==> config.mk <==
export PLATFORM = sky130hd
export DESIGN_NAME = pfu_flat
export DESIGN_NICKNAME = d
export VERILOG_FILES = /design/src/rtl/pfu_pkg.sv /design/src/rtl/pfu_if.sv /design/src/rtl/pfu_fifo.sv /design/src/rtl/pfu.sv /design/src/flat_wrapper.sv
export SDC_FILE = /design/constraint.sdc
export NUM_CORES = 1
export LEC_CHECK = 0
export ABC_CLOCK_PERIOD_IN_PS = 3350
export CAP_MARGIN = 40
export CORE_MARGIN = 10
export CORE_UTILIZATION = 45
export CTS_CLUSTER_DIAMETER = 80
export CTS_CLUSTER_SIZE = 16
export DETAILED_ROUTE_END_ITERATION = 6
export GPL_ROUTABILITY_DRIVEN = 0
export MAX_ROUTING_LAYER = met4
export PLACE_DENSITY_LB_ADDON = 0.12
export RECOVER_POWER = 50
export SETUP_SLACK_MARGIN = 0.1
export SLEW_MARGIN = 5
export SYNTH_ARGS = -nofsm -noshare
export SYNTH_HDL_FRONTEND = slang
export SYNTH_HIERARCHICAL = 1
export SYNTH_SLANG_ARGS = --single-unit
==> constraint.sdc <==
create_clock -name clk_i -period 3.35 [get_ports clk_i]
set_input_delay 0.335 -clock clk_i [delete_from_list [all_inputs] [get_ports clk_i]]
set_output_delay 0.335 -clock clk_i [all_outputs]
set_load 0.05 [all_outputs]
==> src/rtl/pfu_pkg.sv <==
// Prefetch unit shared types and constants.
// Optional feature macro (see pfu.sv): PFU_BYPASS_EN.
// The riscv_defs macros are guarded so this file also builds without the shared header.
`ifndef SOFID_RANGE
`define SOFID_RANGE 1:0
`endif
`ifndef SOFID_RUN
`define SOFID_RUN 2'b00
`endif
`ifndef SOFID_JUMP
`define SOFID_JUMP 2'b01
`endif
`ifndef RV_XLEN
`define RV_XLEN 32
`endif

package pfu_pkg;

  localparam int unsigned Xlen = `RV_XLEN;

  typedef logic [`SOFID_RANGE] sofid_t;

  localparam sofid_t SofidRun  = `SOFID_RUN;
  localparam sofid_t SofidJump = `SOFID_JUMP;

  // One buffered fetch as presented to the ID stage.
  typedef struct packed {
    logic [Xlen-1:0] ins;
    logic            ferr;
    logic [31:0]     pc;
    sofid_t          sofid;
  } fetch_entry_t;

  localparam int unsigned EntryW = $bits(fetch_entry_t);

  function automatic logic [31:0] word_align(logic [31:0] addr);
    return {addr[31:2], 2'b00};
  endfunction

endpackage

==> src/rtl/pfu_if.sv <==
// Prefetch unit boundary: ID-stage handshake, EX redirect and instruction bus.
// Signal names are from the prefetch unit's point of view (master side).
interface pfu_if;
  import pfu_pkg::*;

  logic            ids_dav_o;
  logic            ids_ack_i;
  sofid_t          ids_sofid_o;
  logic [Xlen-1:0] ids_ins_o;
  logic            ids_ferr_o;
  logic [31:0]     ids_pc_o;

  logic            exs_jump_i;
  logic [31:0]     exs_jump_addr_i;

  logic            ireq_valid_o;
  logic            ireq_ready_i;
  logic [31:0]     ireq_addr_o;
  logic            irsp_valid_i;
  logic            irsp_err_i;
  logic [Xlen-1:0] irsp_data_i;

  modport master (
    output ids_dav_o, ids_sofid_o, ids_ins_o, ids_ferr_o, ids_pc_o,
    input  ids_ack_i, exs_jump_i, exs_jump_addr_i,
    output ireq_valid_o, ireq_addr_o,
    input  ireq_ready_i, irsp_valid_i, irsp_err_i, irsp_data_i
  );

  modport slave (
    input  ids_dav_o, ids_sofid_o, ids_ins_o, ids_ferr_o, ids_pc_o,
    output ids_ack_i, exs_jump_i, exs_jump_addr_i,
    input  ireq_valid_o, ireq_addr_o,
    output ireq_ready_i, irsp_valid_i, irsp_err_i, irsp_data_i
  );

endinterface

==> src/rtl/pfu_fifo.sv <==
// Synchronous Depth x Width FIFO with flush. Storage resets to ResetVal so the head
// output has a defined value before the first write.
module pfu_fifo #(
  parameter int unsigned      Depth    = 4,
  parameter int unsigned      Width    = 8,
  parameter logic [Width-1:0] ResetVal = '0,
  localparam int unsigned     AddrW    = $clog2(Depth),
  localparam int unsigned     CntW     = AddrW + 1
) (
  input  logic             clk_i,
  input  logic             resetb_i,
  input  logic             push_i,
  input  logic [Width-1:0] wdata_i,
  input  logic             pop_i,
  input  logic             flush_i,
  output logic [CntW-1:0]  count_o,
  output logic             empty_o,
  output logic [Width-1:0] head_o
);

  logic [Width-1:0] mem_q [Depth];
  logic [AddrW-1:0] rd_ptr_q, rd_ptr_d, wr_ptr_q, wr_ptr_d;
  logic [CntW-1:0]  count_q, count_d;
  logic             do_push, do_pop;

  assign empty_o = (count_q == '0);
  assign count_o = count_q;
  assign head_o  = mem_q[rd_ptr_q];
  assign do_pop  = pop_i & ~empty_o;
  assign do_push = push_i & ((count_q != CntW'(Depth)) | do_pop);

  // Pointer and occupancy update; flush wins over push/pop.
  always_comb begin
    rd_ptr_d = rd_ptr_q;
    wr_ptr_d = wr_ptr_q;
    count_d  = count_q;
    if (flush_i) begin
      wr_ptr_d = rd_ptr_q;
      count_d  = '0;
    end else begin
      if (do_pop)  rd_ptr_d = rd_ptr_q + AddrW'(1);
      if (do_push) wr_ptr_d = wr_ptr_q + AddrW'(1);
      count_d = count_q + CntW'(do_push) - CntW'(do_pop);
    end
  end

  // Storage and pointer registers.
  always_ff @(posedge clk_i or negedge resetb_i) begin
    if (!resetb_i) begin
      rd_ptr_q <= '0;
      wr_ptr_q <= '0;
      count_q  <= '0;
      for (int i = 0; i < Depth; i++) mem_q[i] <= ResetVal;
    end else begin
      rd_ptr_q <= rd_ptr_d;
      wr_ptr_q <= wr_ptr_d;
      count_q  <= count_d;
      if (do_push && !flush_i) mem_q[wr_ptr_q] <= wdata_i;
    end
  end

endmodule

==> src/rtl/pfu.sv <==
// Prefetch unit: credit-limited in-order instruction fetch into a small buffer feeding ID.
// Optional feature macro: PFU_BYPASS_EN (an undiscarded response into an empty buffer is
// shown to ID combinationally in the same cycle).
module pfu import pfu_pkg::*; #(
  parameter int unsigned DEPTH      = 4,
  parameter logic [31:0] RESET_ADDR = 32'h0000_0000
) (
  input  logic  clk_i,
  input  logic  resetb_i,
  input  logic  clk_en_i,
  pfu_if.master pfu_io
);

  localparam int unsigned CntW = $clog2(DEPTH) + 1;
  localparam logic [CntW:0] CreditMax = (CntW + 1)'(DEPTH);
  localparam fetch_entry_t HeadReset = '{ins: '0, ferr: 1'b0, pc: RESET_ADDR, sofid: SofidJump};

  logic            started_q;
  logic [31:0]     req_pc_q, req_pc_d, rsp_pc_q, rsp_pc_d;
  logic            sof_pending_q, sof_pending_d;
  logic [CntW-1:0] outst_q, outst_d, discard_q, discard_d, fifo_count;
  logic            fifo_empty, fifo_push, fifo_pop, fifo_flush;
  logic            req_valid, req_hs, rsp_live, byp_vld, byp_taken;
  fetch_entry_t    rsp_entry, head_entry, ids_entry;

  // Credit: buffered plus in-flight words never exceed the buffer size.
  assign req_valid = started_q & (({1'b0, fifo_count} + {1'b0, outst_q}) < CreditMax);
  assign req_hs    = req_valid & pfu_io.ireq_ready_i;
  assign rsp_live  = pfu_io.irsp_valid_i & (discard_q == '0);

  assign pfu_io.ireq_valid_o = req_valid;
  assign pfu_io.ireq_addr_o  = req_pc_q;

  assign rsp_entry = '{ins:   pfu_io.irsp_data_i,
                       ferr:  pfu_io.irsp_err_i,
                       pc:    rsp_pc_q,
                       sofid: sof_pending_q ? SofidJump : SofidRun};

`ifdef PFU_BYPASS_EN
  // The jump cycle's response is always dropped, so it is never bypassed either.
  assign byp_vld = fifo_empty & rsp_live & ~pfu_io.exs_jump_i;
`else
  assign byp_vld = 1'b0;
`endif

  assign byp_taken  = byp_vld & pfu_io.ids_ack_i;
  assign ids_entry  = byp_vld ? rsp_entry : head_entry;
  assign fifo_pop   = clk_en_i & pfu_io.ids_ack_i & ~fifo_empty;
  assign fifo_push  = clk_en_i & rsp_live & ~pfu_io.exs_jump_i & ~byp_taken;
  assign fifo_flush = clk_en_i & pfu_io.exs_jump_i;

  assign pfu_io.ids_dav_o   = ~fifo_empty | byp_vld;
  assign pfu_io.ids_ins_o   = ids_entry.ins;
  assign pfu_io.ids_ferr_o  = ids_entry.ferr;
  assign pfu_io.ids_pc_o    = ids_entry.pc;
  assign pfu_io.ids_sofid_o = ids_entry.sofid;

  pfu_fifo #(
    .Depth    (DEPTH),
    .Width    (EntryW),
    .ResetVal (HeadReset)
  ) u_fifo (
    .clk_i    (clk_i),
    .resetb_i (resetb_i),
    .push_i   (fifo_push),
    .wdata_i  (rsp_entry),
    .pop_i    (fifo_pop),
    .flush_i  (fifo_flush),
    .count_o  (fifo_count),
    .empty_o  (fifo_empty),
    .head_o   (head_entry)
  );

  // PC, credit and discard next state; a redirect overrides every other update.
  always_comb begin
    req_pc_d      = req_pc_q;
    rsp_pc_d      = rsp_pc_q;
    sof_pending_d = sof_pending_q;
    discard_d     = discard_q;
    outst_d       = outst_q + CntW'(req_hs) - CntW'(pfu_io.irsp_valid_i);
    if (pfu_io.exs_jump_i) begin
      req_pc_d      = word_align(pfu_io.exs_jump_addr_i);
      rsp_pc_d      = word_align(pfu_io.exs_jump_addr_i);
      sof_pending_d = 1'b1;
      // Everything still in flight after this cycle belongs to the old stream.
      discard_d     = outst_d;
    end else begin
      if (req_hs) req_pc_d = req_pc_q + 32'd4;
      if (pfu_io.irsp_valid_i) begin
        if (discard_q != '0) begin
          discard_d = discard_q - CntW'(1);
        end else begin
          rsp_pc_d      = rsp_pc_q + 32'd4;
          sof_pending_d = 1'b0;
        end
      end
    end
  end

  // State registers, frozen while the clock enable is low.
  always_ff @(posedge clk_i or negedge resetb_i) begin
    if (!resetb_i) begin
      started_q     <= 1'b0;
      req_pc_q      <= RESET_ADDR;
      rsp_pc_q      <= RESET_ADDR;
      sof_pending_q <= 1'b1;
      outst_q       <= '0;
      discard_q     <= '0;
    end else if (clk_en_i) begin
      started_q     <= 1'b1;
      req_pc_q      <= req_pc_d;
      rsp_pc_q      <= rsp_pc_d;
      sof_pending_q <= sof_pending_d;
      outst_q       <= outst_d;
      discard_q     <= discard_d;
    end
  end

endmodule

==> src/flat_wrapper.sv <==
// flat-port wrapper written by rule: the top's interface ports become plain ports
module pfu_flat import pfu_pkg::*;
#(
  parameter int unsigned DEPTH      = 4,
  parameter logic [31:0] RESET_ADDR = 32'h0000_0000
)
  (clk_i, resetb_i, clk_en_i, pfu_io_ids_dav_o, pfu_io_ids_sofid_o, pfu_io_ids_ins_o, pfu_io_ids_ferr_o, pfu_io_ids_pc_o, pfu_io_ids_ack_i, pfu_io_exs_jump_i, pfu_io_exs_jump_addr_i, pfu_io_ireq_valid_o, pfu_io_ireq_addr_o, pfu_io_ireq_ready_i, pfu_io_irsp_valid_i, pfu_io_irsp_err_i, pfu_io_irsp_data_i);
  pfu_if pfu_io_i ();
  input  logic clk_i;
  input  logic resetb_i;
  input  logic clk_en_i;
  output wire logic [$bits(pfu_io_i.ids_dav_o)-1:0] pfu_io_ids_dav_o;
  output wire logic [$bits(pfu_io_i.ids_sofid_o)-1:0] pfu_io_ids_sofid_o;
  output wire logic [$bits(pfu_io_i.ids_ins_o)-1:0] pfu_io_ids_ins_o;
  output wire logic [$bits(pfu_io_i.ids_ferr_o)-1:0] pfu_io_ids_ferr_o;
  output wire logic [$bits(pfu_io_i.ids_pc_o)-1:0] pfu_io_ids_pc_o;
  input wire logic [$bits(pfu_io_i.ids_ack_i)-1:0] pfu_io_ids_ack_i;
  input wire logic [$bits(pfu_io_i.exs_jump_i)-1:0] pfu_io_exs_jump_i;
  input wire logic [$bits(pfu_io_i.exs_jump_addr_i)-1:0] pfu_io_exs_jump_addr_i;
  output wire logic [$bits(pfu_io_i.ireq_valid_o)-1:0] pfu_io_ireq_valid_o;
  output wire logic [$bits(pfu_io_i.ireq_addr_o)-1:0] pfu_io_ireq_addr_o;
  input wire logic [$bits(pfu_io_i.ireq_ready_i)-1:0] pfu_io_ireq_ready_i;
  input wire logic [$bits(pfu_io_i.irsp_valid_i)-1:0] pfu_io_irsp_valid_i;
  input wire logic [$bits(pfu_io_i.irsp_err_i)-1:0] pfu_io_irsp_err_i;
  input wire logic [$bits(pfu_io_i.irsp_data_i)-1:0] pfu_io_irsp_data_i;
  assign pfu_io_ids_dav_o = pfu_io_i.ids_dav_o;
  assign pfu_io_ids_sofid_o = pfu_io_i.ids_sofid_o;
  assign pfu_io_ids_ins_o = pfu_io_i.ids_ins_o;
  assign pfu_io_ids_ferr_o = pfu_io_i.ids_ferr_o;
  assign pfu_io_ids_pc_o = pfu_io_i.ids_pc_o;
  assign pfu_io_i.ids_ack_i = pfu_io_ids_ack_i;
  assign pfu_io_i.exs_jump_i = pfu_io_exs_jump_i;
  assign pfu_io_i.exs_jump_addr_i = pfu_io_exs_jump_addr_i;
  assign pfu_io_ireq_valid_o = pfu_io_i.ireq_valid_o;
  assign pfu_io_ireq_addr_o = pfu_io_i.ireq_addr_o;
  assign pfu_io_i.ireq_ready_i = pfu_io_ireq_ready_i;
  assign pfu_io_i.irsp_valid_i = pfu_io_irsp_valid_i;
  assign pfu_io_i.irsp_err_i = pfu_io_irsp_err_i;
  assign pfu_io_i.irsp_data_i = pfu_io_irsp_data_i;
  pfu #(.DEPTH(DEPTH), .RESET_ADDR(RESET_ADDR)) u_core (.clk_i(clk_i), .resetb_i(resetb_i), .clk_en_i(clk_en_i), .pfu_io(pfu_io_i));
endmodule
# Word-level counts from Yosys, hierarchy flattened
# Cells that the tools add are included.
totals:
  register_bits: 347
  in_bits: 72
  output_inout_bits: 101
  elab_cells: 80
op_classes:
  n_addsub: 10
  magnitude_cmp: 4
  n_eq_ne: 2
  n_mux: 21
  bitwise_logic: 16
  n_reduce_logical: 14
ops:
  columns: ["operator", "count"]
  rows:
  - ["bitwise mux 268 bit", 1]
  - ["2-to-1 mux 67 bit", 3]
  - ["2-to-1 mux 32 bit", 5]
  - ["binary-select mux 67 bit (select 2 bit)", 1]
  - ["demux 67 bit (select 2 bit)", 1]
  - ["adder 32 x 3 -> 32 bit, second input constant", 2]
  - ["2-to-1 mux 3 bit", 4]
  - ["bitwise AND 1 bit", 10]
  - ["nonzero test 2 bit", 4]
  - ["adder 3 x 1 -> 3 bit", 2]
  - ["greater-or-equal comparator 3 bit, second input constant", 2]
  - ["logical NOT 3 bit", 2]
  - ["inverter 2 -> 3 bit", 2]
  - ["AND reduction 3 bit", 2]
  - ["subtractor 3 x 1 -> 3 bit", 2]
  - ["adder 2 x 1 -> 2 bit, second input constant", 2]
  - ["adder 3 x 3 -> 4 bit", 1]
  - ["less-than comparator 4 x 3 -> 1 bit, second input constant", 1]
  - ["2-to-1 mux 1 bit", 4]
  - ["2-to-1 mux 2 bit", 2]
  - ["AND reduction 2 bit", 2]
  - ["less-than comparator 3 x 1 -> 1 bit, second input constant", 1]
  - ["inequality test 3 bit, second input constant", 1]
  - ["inverter 1 bit", 3]
  - ["other kinds (6)", 7]

# Logic depth before layout (Yosys ltp)
logic_depth:
  ltp_word: 9
  ltp_mapped: 15
  ltp_nobuf: 13

# Modules after synthesis
# Netlist, hierarchy kept.
modules_own_cells:
  columns: ["module", "instances", "cells_each", "area_per_inst_um2", "seq_area_each_um2"]
  rows:
  - ["pfu_fifo", 1, 699, 12480.7, 6886.6]
  - ["pfu", 1, 524, 4490.6, 1702.9]

# Worst setup path after synthesis
# Ideal clock, no wire load.
synth_path:
  path_kind: "register -> register"
  startpoint: "reg u_core.outst_q[2]"
  endpoint: "reg u_core.discard_q[2]"
  setup_ns: 0.137
  arrival_ns: 2.860
  required_ns: 3.213
  slack_ns: 0.353
  path_stages_with_launch: 16
  n_path_buf: 2
  period_less_slack_ns: 2.997
  path_cell_list: "dfrtp_1 -> ha_1 -> nor4b_4 -> and3_1 -> buf_6 -> inv_4 -> buf_6 -> ha_1 -> inv_1 -> ha_1 -> fa_1 -> xnor2_1 -> xnor2_1 -> nand3_1 -> o21ai_0 -> a21oi_1"
synth_via:
  elab_chain_cells: 7
synth_rtl:
  columns: ["element", "line", "source"]
  rows:
  - ["start: declaration", "pfu.sv:21", "logic [CntW-1:0] outst_q, outst_d, discard_q, discard_d, fifo_count;"]
  - ["start signal: assignment", "pfu.sv:114", "outst_q <= outst_d;"]
  - ["adder 3 x 3 -> 4 bit", "pfu.sv:27", "assign req_valid = started_q & (({1'b0, fifo_count} + {1'b0, outst_q}) < CreditMax);"]
  - ["less-than comparator 4 x 3 -> 1 bit", "pfu.sv:27", null]
  - ["bitwise AND 1 bit", "pfu.sv:27", null]
  - ["bitwise AND 1 bit", "pfu.sv:28", "assign req_hs = req_valid & pfu_io.ireq_ready_i;"]
  - ["adder 3 x 1 -> 3 bit (*)", "pfu.sv:80", "outst_d = outst_q + CntW'(req_hs) - CntW'(pfu_io.irsp_valid_i);"]
  - ["subtractor 3 x 1 -> 3 bit (*)", "pfu.sv:80", null]
  - ["2-to-1 mux 3 bit (*)", "pfu.sv:81", "if (pfu_io.exs_jump_i) begin"]
  - ["end signal: assignment", "pfu.sv:115", "discard_q <= discard_d;"]
  - ["end: declaration", "pfu.sv:21", null]
# Every way passes the cells marked *; elsewhere a longest branch is shown, timed or not.
# A chain may end at the register's enable or synchronous reset.

# Worst setup path in the final report
# Same ends and word-level chain as after synthesis.

==> impl_results.md <==
- Actual slew at the worst max-slew pin: between 1500 and 2000 ps
- Max-slew violations: between 70 and 80
- Ratio of final minimum period to clock period: 92.6%
- Cell area after synthesis: 17000 µm²
- Final routed DRC violation total: 0
- Pin count of the biggest net entering global routing: between 70 and 80
- Distinct cell type count after synthesis: between 60 and 70
- Violations in the final reports: max-capacitance violations, max-slew violations
- Yosys synthesis warning count: 6
- Port buffer count: between 150 and 200
- Die area: about 46000 µm²
- Number of global-route vias before repair: 11370
- Wirelength per Cell: 21.2 µm
- Std-Cell Core Area: 37400 µm²
- Levels on crit path: 13
- Drt pass-1 iters: 5
- Delay of the slowest critical-path stage: ~430 ps
- Crit path max fanout: 13
- Total Routing Usage GR: between 10% and 20%
- Number of buffers created by CTS: 26
- Aggregate global routing overflow: 0
- Series of cell instances along the critical path: ha_1 > nor4b_4 > and3_1 > inv_4 > ha_1 > inv_1 > ha_1 > fa_1 > xnor2_2 > xnor2_1 > nand3_1 > o21ai_0 > a21oi_1
- Met2 WL: ~19000 µm
- Wire length the detailed router placed on met1: about 20000 µm
- CTS Root Buffer Type: sky130_fd_sc_hd__clkbuf_16
- Number of flops mapped to enable cells by yosys: 0
- Final ANT Viol Nets: 0
- Half-perimeter wire length after placement: between 20000 and 30000 µm
- Final non-filler cell total: roughly 1900
- Areal power density over the cells: between 700 and 800 nW/µm²
- Max-cap viol count: 1
- First-pass GRT wire length: 66300 µm
- Hold WS: 227 ps
- R2r worst-path depth: 13
- Layout Nets: 1482
- List of most frequent post-synthesis cells: sky130_fd_sc_hd__dfrtp_1, sky130_fd_sc_hd__mux2_2, sky130_fd_sc_hd__mux2_4
- FP Rows: roughly 70
- Skew-Pair Late Insertion Delay: approximately 540 ps
- Initial cell density of the core: a little under half
- Number of H-tree levels: 1
- Number of antenna violations at the first check in global routing: 0
- Maximum buffer depth of the clock tree: 3
- Leakage power total: around 9.1 nW
- Count of buffer and inverter cells on the critical path: 2
- Worst-path cell with the longest stage delay: sky130_fd_sc_hd__dfrtp_1
- Worst slew margin: -29.0%
- Average via count per standard cell: about 5.6
- Part of the Yosys area used for sequential elements: ~51%
- CP Capture Type: flip-flop
- Class of the most critical hold timing path: in2reg
- Worst Setup Start Kind: flip-flop
- Biggest area consumer among synthesized cells: sky130_fd_sc_hd__dfrtp_1
- Total number of vias: 10779
- CP delay by family, top: adder cells
- Most numerous cell in the Yosys netlist: sky130_fd_sc_hd__dfrtp_1
- Area growth from synthesis to final layout: 19.3%
- Ports placed on the boundary: roughly 170
- # setup viols final: 0
- Fraction of layout instances using a drive strength above 1: 31.4%
- Unrepaired setup endpoints after global routing: false
- Final Routed Wirelength: just over 40000 µm
- Dominant cells by area after synthesis: sky130_fd_sc_hd__dfrtp_1, sky130_fd_sc_hd__mux2_4, sky130_fd_sc_hd__mux2_2
- Prevailing post-synth register cell: sky130_fd_sc_hd__dfrtp_1
- WP data required: roughly 3800 ps
- Worst path most repeated cell: sky130_fd_sc_hd__ha_1
- Cells after Synth: about 1200
- CTS clk-pin slew, worst paths: approximately 70 ps
- Achievable Freq: ~320 MHz
- Fin crit period: roughly 3100 ps
- Horizontal die dimension: around 210 µm
- Total number of clock tree sinks: ~340
- Hold-critical path depth: 3
- Critical path class: reg2reg
- DIE HEIGHT: 214 µm
- Top sig layer: met4
- FFs w/ async S/R, synth: between 90% and 100%
- Arrival time of data at the critical path endpoint: about 3500 ps
- Status: finished, violations left
- Diode insertion count for antenna repair: 0
- Area fraction of the dominant cell type after synthesis: around half
- Cells after DPL: about 1900
- TritonCTS clock tree: built
- Flop and latch count out of synthesis: around 340
- Final Hold Viols: 0
- Met3 wire length: about 1800 µm
- Setup total negative slack: 0 ps
- Post-synthesis average cell area: roughly 14 µm²
- Initial drt markers: 635
- Final setup skew: slightly above 10 ps
- Worst ir drop on vdd: ~430 µV
[placed cells by master, fill, tap and decap left out, types with 5 or more instances in the layout]
| cell | count |
|---|---|
| sky130_fd_sc_hd__a21oi_1 | 42 |
| sky130_fd_sc_hd__and2_1 | 9 |
| sky130_fd_sc_hd__and3_1 | 16 |
| sky130_fd_sc_hd__and4_1 | 7 |
| sky130_fd_sc_hd__buf_12 | 17 |
| sky130_fd_sc_hd__buf_4 | 17 |
| sky130_fd_sc_hd__clkbuf_1 | 14 |
| sky130_fd_sc_hd__clkbuf_16 | 27 |
| sky130_fd_sc_hd__clkdlybuf4s50_1 | 149 |
| sky130_fd_sc_hd__conb_1 | 14 |
| sky130_fd_sc_hd__dfrtp_1 | 336 |
| sky130_fd_sc_hd__dfstp_2 | 5 |
| sky130_fd_sc_hd__dlygate4sd3_1 | 17 |
| sky130_fd_sc_hd__ha_1 | 14 |
| sky130_fd_sc_hd__inv_1 | 27 |
| sky130_fd_sc_hd__mux2_2 | 150 |
| sky130_fd_sc_hd__mux2_4 | 120 |
| sky130_fd_sc_hd__mux2i_1 | 29 |
| sky130_fd_sc_hd__mux4_2 | 67 |
| sky130_fd_sc_hd__nand2_1 | 59 |
| sky130_fd_sc_hd__nand3_1 | 26 |
| sky130_fd_sc_hd__nand4_1 | 23 |
| sky130_fd_sc_hd__nor2_1 | 29 |
| sky130_fd_sc_hd__nor2b_1 | 8 |
| sky130_fd_sc_hd__nor3_1 | 19 |
| sky130_fd_sc_hd__nor4_1 | 12 |
| sky130_fd_sc_hd__o21ai_0 | 23 |
| sky130_fd_sc_hd__o22ai_1 | 34 |
| sky130_fd_sc_hd__or4_1 | 5 |
| sky130_fd_sc_hd__xnor2_1 | 10 |
[final timing paths]
path                                    from                       endpoint  slack (ps)
min reg2reg                 u_core/started_q               u_core/started_q         480
min                                 clk_en_i  u_core/pfu_io.ireq_addr_o[31]         230
max                        u_core/outst_q[2]            u_core/discard_q[2]         250
min in group asynchronous           resetb_i       u_core/u_fifo/mem_q[244]         860
max reg2reg                u_core/outst_q[2]            u_core/discard_q[2]         250
max in group asynchronous           resetb_i      u_core/u_fifo/rd_ptr_q[0]         580
[sequential cells by signal, summed over array words and instances (netlist names)]
| register | count |
|---|---|
| u_core/u_fifo/rd_ptr_q | 2 |
| u_core/u_fifo/count_o | 3 |
| u_core/pfu_io.ireq_addr_o | 30 |
| u_core/started_q | 1 |
| u_core/outst_q | 3 |
| u_core/rsp_pc_q | 30 |
| u_core/u_fifo/mem_q | 268 |
| u_core/discard_q | 3 |
| u_core/u_fifo/wr_ptr_q | 2 |
| u_core/sof_pending_q | 1 |
[stage by stage]
stage / power, mW / area [µm²] / utilization (%) / setup WS, ps
CTS: 16.0 / 20300 / 54.3 / 192
floorplan: 10.6 / 17000 / - / 353
global route: 16.6 / 20200 / 54.1 / 64.7
global placement: 12.6 / 19400 / 52.0 / 283
detailed placement: 12.7 / 19400 / 52.0 / 212
finish: 15.8 / 20200 / 54.1 / 248
[metal layers]
| metal | vias to the layer above | track usage, % |
|---|---|---|
| met5 | - | - |
| met4 | 0 | 2.60 |
| met3 | 36 | 2.72 |
| met2 | 238 | 27.4 |
| met1 | 5632 | 25.8 |
| li1 | 4873 | - |
[area by class of cell]
class | count | area, µm²
Timing Repair Buffer | 211 | 2180
Multi-Input combinational cell | 784 | 7880
Clock inverter | 4 | 72.6
Tap cell | 511 | 639
Inverter | 28 | 108
Clock buffer | 39 | 761
Fill cell | 3172 | 17200
Sequential cell | 343 | 8600
[what timing repair did]
action,in CTS,in global routing
hold endpoints to repair,68,0
hold buffers,1,0
setup buffers,2,0
gates resized for setup,0,1
endpoints found under the setup margin,14,1
[worst reg2reg max path: cells and delay by family, from the launching register on]
family	cells	cell delay, ps
AOI/OAI and AO/OA	2	160
xor gates and xnor gates	2	320
adders and majority gates	4	1240
buffers and inverters	2	150
DFF	1	430
and+or+nand+nor	3	660
[cells by family after synthesis]
kind of cell / Yosys count / synth area share, %
flip-flops: 343 / 50.6
XOR/XNOR: 14 / 0.723
adder cells (fa/ha/maj): 16 / 1.27
AO/OA/AOI/OAI: 135 / 4.91
buffers and inverters: 109 / 3.41
AND/OR/NAND/NOR: 239 / 7.89
multiplexers: 366 / 31.2
other: 1 / 0.0221
[where the power goes]
part | switching (mW) | internal (mW) | total (mW)
sequential | 0.813 | 5.15 | 5.96
clock | 1.48 | 1.72 | 3.19
combinational | 3.62 | 2.98 | 6.61
Power figures use the tool's default switching activity.
